File: config.mk
export PLATFORM = sky130hd
export DESIGN_NAME = bus_arb_2m1s
export DESIGN_NICKNAME = d
export VERILOG_FILES = /design/src/rtl/bus_arb_2m1s.sv
export SDC_FILE = /design/constraint.sdc
export NUM_CORES = 1
export LEC_CHECK = 0
export ABC_CLOCK_PERIOD_IN_PS = 5600
export BUFFER_PORTS_ARGS = -buffer_cell sky130_fd_sc_hd__buf_2
export CORE_AREA = 3 3 122 124
export DETAILED_ROUTE_END_ITERATION = 10
export DIE_AREA = 0 0 125 127
export GPL_TIMING_DRIVEN = 0
export PLACE_DENSITY = 0.58
export SLEW_MARGIN = 20
export SYNTH_ARGS = -nofsm -noshare
export SYNTH_HDL_FRONTEND = slang
export SYNTH_SLANG_ARGS = --single-unit
File: constraint.sdc
create_clock -name clk_i -period 5.6 [get_ports clk_i]
set_clock_uncertainty 0.1 [all_clocks]
set_input_delay 1.12 -clock clk_i [delete_from_list [all_inputs] [get_ports clk_i]]
set_output_delay 1.12 -clock clk_i [all_outputs]
set_load 0.02 [all_outputs]
File: src/rtl/bus_arb_2m1s.sv
// Two-master / one-slave arbiter for the req/ack/resp memory bus, with an in-order
// read-ID FIFO that routes slave responses back to the issuing master.
// Optional build macro: BUS_ARB_FIXED_PRIO_EN (m0 always wins; no round-robin state).
module bus_arb_2m1s #(
  parameter int unsigned ID_FIFO_DEPTH = 4
) (
  input  logic        clk_i,
  input  logic        rst_i,
  input  logic        m0_req_i,
  input  logic        m0_we_i,
  input  logic [31:0] m0_addr_bi,
  input  logic [3:0]  m0_be_bi,
  input  logic [31:0] m0_wdata_bi,
  output logic        m0_ack_o,
  output logic        m0_resp_o,
  output logic [31:0] m0_rdata_bo,
  input  logic        m1_req_i,
  input  logic        m1_we_i,
  input  logic [31:0] m1_addr_bi,
  input  logic [3:0]  m1_be_bi,
  input  logic [31:0] m1_wdata_bi,
  output logic        m1_ack_o,
  output logic        m1_resp_o,
  output logic [31:0] m1_rdata_bo,
  output logic        s_req_o,
  output logic        s_we_o,
  output logic [31:0] s_addr_bo,
  output logic [3:0]  s_be_bo,
  output logic [31:0] s_wdata_bo,
  input  logic        s_ack_i,
  input  logic        s_resp_i,
  input  logic [31:0] s_rdata_bi
);

  localparam int unsigned PTR_W = (ID_FIFO_DEPTH > 1) ? $clog2(ID_FIFO_DEPTH) : 1;
  localparam int unsigned CNT_W = PTR_W + 1;

  logic [PTR_W-1:0]         wr_ptr_q, wr_ptr_d;
  logic [PTR_W-1:0]         rd_ptr_q, rd_ptr_d;
  logic [CNT_W-1:0]         count_q, count_d;
  logic [ID_FIFO_DEPTH-1:0] id_q, id_d;

  logic full, empty;
  logic elig0, elig1;
  logic grant0, grant1;
  logic accept, push, pop, head;

  // Fullness is judged on the registered count, so a same-cycle pop never frees a slot.
  assign full  = (count_q == CNT_W'(ID_FIFO_DEPTH));
  assign empty = (count_q == CNT_W'(0));
  assign elig0 = ~rst_i & m0_req_i & (m0_we_i | ~full);
  assign elig1 = ~rst_i & m1_req_i & (m1_we_i | ~full);

`ifdef BUS_ARB_FIXED_PRIO_EN
  assign grant0 = elig0;
  assign grant1 = elig1 & ~elig0;
`else
  logic rr_q, rr_d;

  // rr_q=1 favours m1 when both masters are eligible.
  assign grant0 = elig0 & (~elig1 | ~rr_q);
  assign grant1 = elig1 & (~elig0 | rr_q);
`endif

  assign s_req_o    = grant0 | grant1;
  assign s_we_o     = grant1 ? m1_we_i     : m0_we_i;
  assign s_addr_bo  = grant1 ? m1_addr_bi  : m0_addr_bi;
  assign s_be_bo    = grant1 ? m1_be_bi    : m0_be_bi;
  assign s_wdata_bo = grant1 ? m1_wdata_bi : m0_wdata_bi;

  assign m0_ack_o = grant0 & s_ack_i;
  assign m1_ack_o = grant1 & s_ack_i;
  assign accept   = s_req_o & s_ack_i;
  assign push     = accept & ~s_we_o;

  // Spurious responses (empty FIFO) are dropped without touching the pointers.
  assign pop  = ~rst_i & s_resp_i & ~empty;
  assign head = id_q[rd_ptr_q];

  assign m0_resp_o   = pop & ~head;
  assign m1_resp_o   = pop & head;
  assign m0_rdata_bo = s_rdata_bi;
  assign m1_rdata_bo = s_rdata_bi;

  always_comb begin
    wr_ptr_d = wr_ptr_q;
    rd_ptr_d = rd_ptr_q;
    count_d  = count_q;
    id_d     = id_q;
    if (push) begin
      id_d[wr_ptr_q] = grant1;
      wr_ptr_d       = wr_ptr_q + PTR_W'(1);
    end
    if (pop) begin
      rd_ptr_d = rd_ptr_q + PTR_W'(1);
    end
    case ({push, pop})
      2'b10:   count_d = count_q + CNT_W'(1);
      2'b01:   count_d = count_q - CNT_W'(1);
      default: count_d = count_q;
    endcase
  end

  always_ff @(posedge clk_i) begin
    if (rst_i) begin
      wr_ptr_q <= '0;
      rd_ptr_q <= '0;
      count_q  <= '0;
      id_q     <= '0;
    end else begin
      wr_ptr_q <= wr_ptr_d;
      rd_ptr_q <= rd_ptr_d;
      count_q  <= count_d;
      id_q     <= id_d;
    end
  end

`ifndef BUS_ARB_FIXED_PRIO_EN
  // After an accepted transfer, favour the master that was not just served.
  always_comb begin
    rr_d = rr_q;
    if (accept) begin
      rr_d = grant0;
    end
  end

  always_ff @(posedge clk_i) begin
    if (rst_i) begin
      rr_q <= 1'b0;
    end else begin
      rr_q <= rr_d;
    end
  end
`endif

endmodule

==> metrics.md <==
| Metric | Value |
|---|---|
| RSZ-0062 raised after global routing | `no` |
| Startpoint types | `input port` |
| Share of cells above drive strength 1 | `85.9%` |
| First-pass GRT wire length | `15.1 mm` |
| Hold_ws | `0.359 ns` |
| Final setup fails | `0` |
| CP Max Fanout | `10` |
| Final core occ | `29.0%` |
| R2r startpoint | `count_q[0]` |
| Worst-Skew Late Latency | `0.24 ns` |
| Hold_sp | `id_q[0]` |
| Post-synth cell types | `37` |
| Crit path time final | `4.19 ns` |
| CP Class | `input port to output pin` |
| Pre-CTS setup slack | `1.34 ns` |
| DIE AREA | `0.0159 mm2` |
| CTS buffer count | `3` |
| Fillers | `1481` |
| Layout Area Growth over Synthesis | `74.4%` |
| Buf/Inv on CP | `5` |
| Maximum number of pins on one net before global-route repair | `11` |
| Worst reg2reg path depth | `9` |
| Critical Path Slowest Stage Cell | `mux2_4` |
| Sequential area share after synthesis | `10.4%` |
| N_diodes | `0` |
| Critical R2R Capture | `count_q[2]` |
| Port Buffers | `280` |
| Pre-antenna DRT Iters | `4` |
| CTS Sinks | `12` |
| Crit-path max cell delay | `0.33 ns` |
| H-tree depth | `1` |
| Post_cts resized | `0` |
| Number of routed nets with antenna violations | `0` |
| Max Fclk | `239 MHz` |
| Critical path arrival | `2.97 ns` |
| Syn Area/Cell | `10.6 um2` |
| Worst vdd ir | `0.000139 V` |
| Clock buffer depth | `2` |
| Syn Nets | `400` |
| Final critical-path setup slack | `1.41 ns` |
| Status | `finished clean` |
| Total GRT Usage | `12.3%` |
| Leakage | `2.39 nW` |
| Crit-path leading delay family | `buffers and inverters` |
| Post-CTS Setup Bufs | `0` |
| Iteration-0 DRC Markers | `68` |
| Cells along the critical path | `clkbuf_1 -> inv_1 -> o211a_1 -> o21ai_2 -> buf_6 -> buf_8 -> mux2_4 -> buf_2` |
| Root Buffer | `clkbuf_16` |
| CP Data Required Time | `4.38 ns` |
| Slew Limit Fails | `0` |
| Setup crit end kind | `output pin` |
| Mapped cell area | `0.00230 mm2` |
| Pwr/cell area | `148 mW/mm2` |
| DR DRC count | `0` |
| I/O Pins | `314` |
| Final Hold Vio Count | `0` |
| # rows | `43` |
| # nets final | `685` |
| Clock transition at path regs | `0.04 ns` |
| Via count | `2484` |
| Final Routed Wirelength | `11.0 mm` |
| CTS tree | `done` |
| Gate Count Post-Synth | `218` |
| Least-Margin Pin Slew | `0.378 ns` |
| DP HPWL | `9.95 mm` |
| Die W | `125 um` |
| Overflow after GRT | `0` |
| Starting Density | `16.6%` |
| Drt via density | `3.64` |
| Hold EP | `id_q[0]` |
| Hold crit path type | `flip-flop to flip-flop` |
| Post-Layout Cell Count | `682` |
| Max cap viols | `0` |
| R2R Setup Slk | `3.14 ns` |
| Flops & latches, synth | `12` |
| Dpl cells | `678` |
| YS warnings | `0` |
| Headroom to the max-slew limit | `74.8%` |
| Vias in the first global route | `2452` |
| WHS Path Cells | `2` |
| GPL Wtd Cong | `0.762` |
| Setup TNS | `0 ns` |
| Core ar. | `0.0139 mm2` |
| Antenna violations before repair | `0` |
| Wire length per cell | `16.2 um` |
| Die H | `127 um` |
| # hold bufs at CTS | `0` |
| Fin crit share | `74.8%` |
worst reg2reg max path, stage by stage (launching register included):
cell and delay, ns:
dfxtp_1 0.34, or3b_1 0.37, buf_2 0.18, nand3_1 0.15, ha_1 0.22, inv_1 0.06, fa_1 0.37, xor2_1 0.16
or3_1 0.31, a21oi_1 0.14
cell type report:
class / instances / area [um2] / area share [%]
inverters: 8 / 30.0 / 0.747
clock buffers: 4 / 88.8 / 2.21
repair buffers: 280 / 1400 / 34.9
well taps: 180 / 225 / 5.60
multi-input cells: 124 / 1410 / 35.2
flip-flops and latches: 12 / 240 / 5.98
plain buffers: 74 / 621 / 15.4
kinds of logic after synthesis:
kind of cell | synth area share, %
DFF | 10.4
AOI/OAI and AO/OA | 4.67
and+or+nand+nor | 5.65
adders and majority gates | 3.58
buffers and inverters | 28.2
muxes | 46.3
xor gates and xnor gates | 1.14
per-stage QoR:
stage	area, um2	total power [mW]
global route	4020	0.624
detailed placement	3930	0.452
global placement	3930	0.452
floorplan	2300	0.317
finish	4020	0.594
CTS	4020	0.603
layout by cell type (no fill, tap or decap), types with 2 or more instances in the layout:
| cell type | count |
|---|---|
| buf_2 | 282 |
| mux2_4 | 55 |
| buf_4 | 64 |
| a21oi_1 | 2 |
| nor2_1 | 7 |
| nand4_1 | 4 |
| mux2i_1 | 5 |
| xor2_1 | 2 |
| nor2b_1 | 2 |
| nand2_1 | 7 |
| inv_1 | 8 |
| clkbuf_16 | 3 |
| dfxtp_1 | 12 |
| mux2_2 | 15 |
| buf_12 | 5 |
| ha_1 | 5 |
| o21ai_0 | 2 |
per-layer routing:
metal	share of wire, %	vias to the layer above	wire, um	GRT usage, %
met5	0	-	0	0
met4	0.52	0	57	1.40
met3	9.9	5	1090	4.77
met2	48	117	5290	20.1
met1	42	1104	4610	15.9
li1	-	1258	-	-
worst max path at each step:
stage,endpoint,slack [ns],start,cells after the start
after floorplan,s_addr_bo[0],1.91,rst_i,7
after global placement,s_wdata_bo[15],1.31,rst_i,8
after detailed placement,s_wdata_bo[14],1.34,rst_i,8
after CTS,s_wdata_bo[14],1.33,rst_i,8
after global routing,s_wdata_bo[14],1.20,rst_i,8
final,s_wdata_bo[16],1.41,rst_i,8
report_power, final:
group | internal (mW) | switching [mW] | total, mW | leakage (nW)
combinational | 0.177 | 0.179 | 0.356 | 2.25
sequential | 0.0884 | 0.00307 | 0.0914 | 0.0972
clock | 0.108 | 0.0387 | 0.147 | 0.0442
total | 0.373 | 0.221 | 0.594 | 2.39
registers in the layout (all words and copies together) (netlist names):
signal / flops
rd_ptr_q: 2
wr_ptr_q: 2
count_q: 3
id_q: 4
rr_q: 1
synth_stat cells:
library cell / number / area [um2]
o21ai_0: 2 / 10.0
a311o_1: 1 / 10.0
a211oi_1: 1 / 7.51
nand2_1: 7 / 26.3
clkbuf_1: 1 / 3.75
buf_4: 64 / 480
mux2i_1: 5 / 50.1
buf_12: 5 / 100
buf_8: 1 / 15.0
a32o_1: 1 / 10.0
inv_1: 8 / 30.0
o211ai_2: 1 / 12.5
nor2_1: 7 / 26.3
or2b_1: 1 / 7.51
o21ba_2: 1 / 10.0
fa_1: 1 / 20.0
mux2_2: 15 / 169
nand2b_1: 1 / 6.26
ha_1: 5 / 62.6
o211a_1: 1 / 10.0
mux2_4: 55 / 826
buf_2: 2 / 10.0
dfxtp_1: 12 / 240
o21ai_2: 1 / 8.76
nor2b_1: 2 / 12.5
a311oi_1: 1 / 8.76
mux4_2: 1 / 22.5
xor2_1: 2 / 17.5
or3_1: 1 / 6.26
and2_1: 1 / 6.26
buf_6: 1 / 11.3
o311a_1: 1 / 10.0
xnor2_1: 1 / 8.76
nand3_1: 1 / 5.00
nand4_1: 4 / 25.0
or3b_1: 1 / 8.76
a21oi_1: 2 / 10.0
Power figures use the tool's default switching activity.
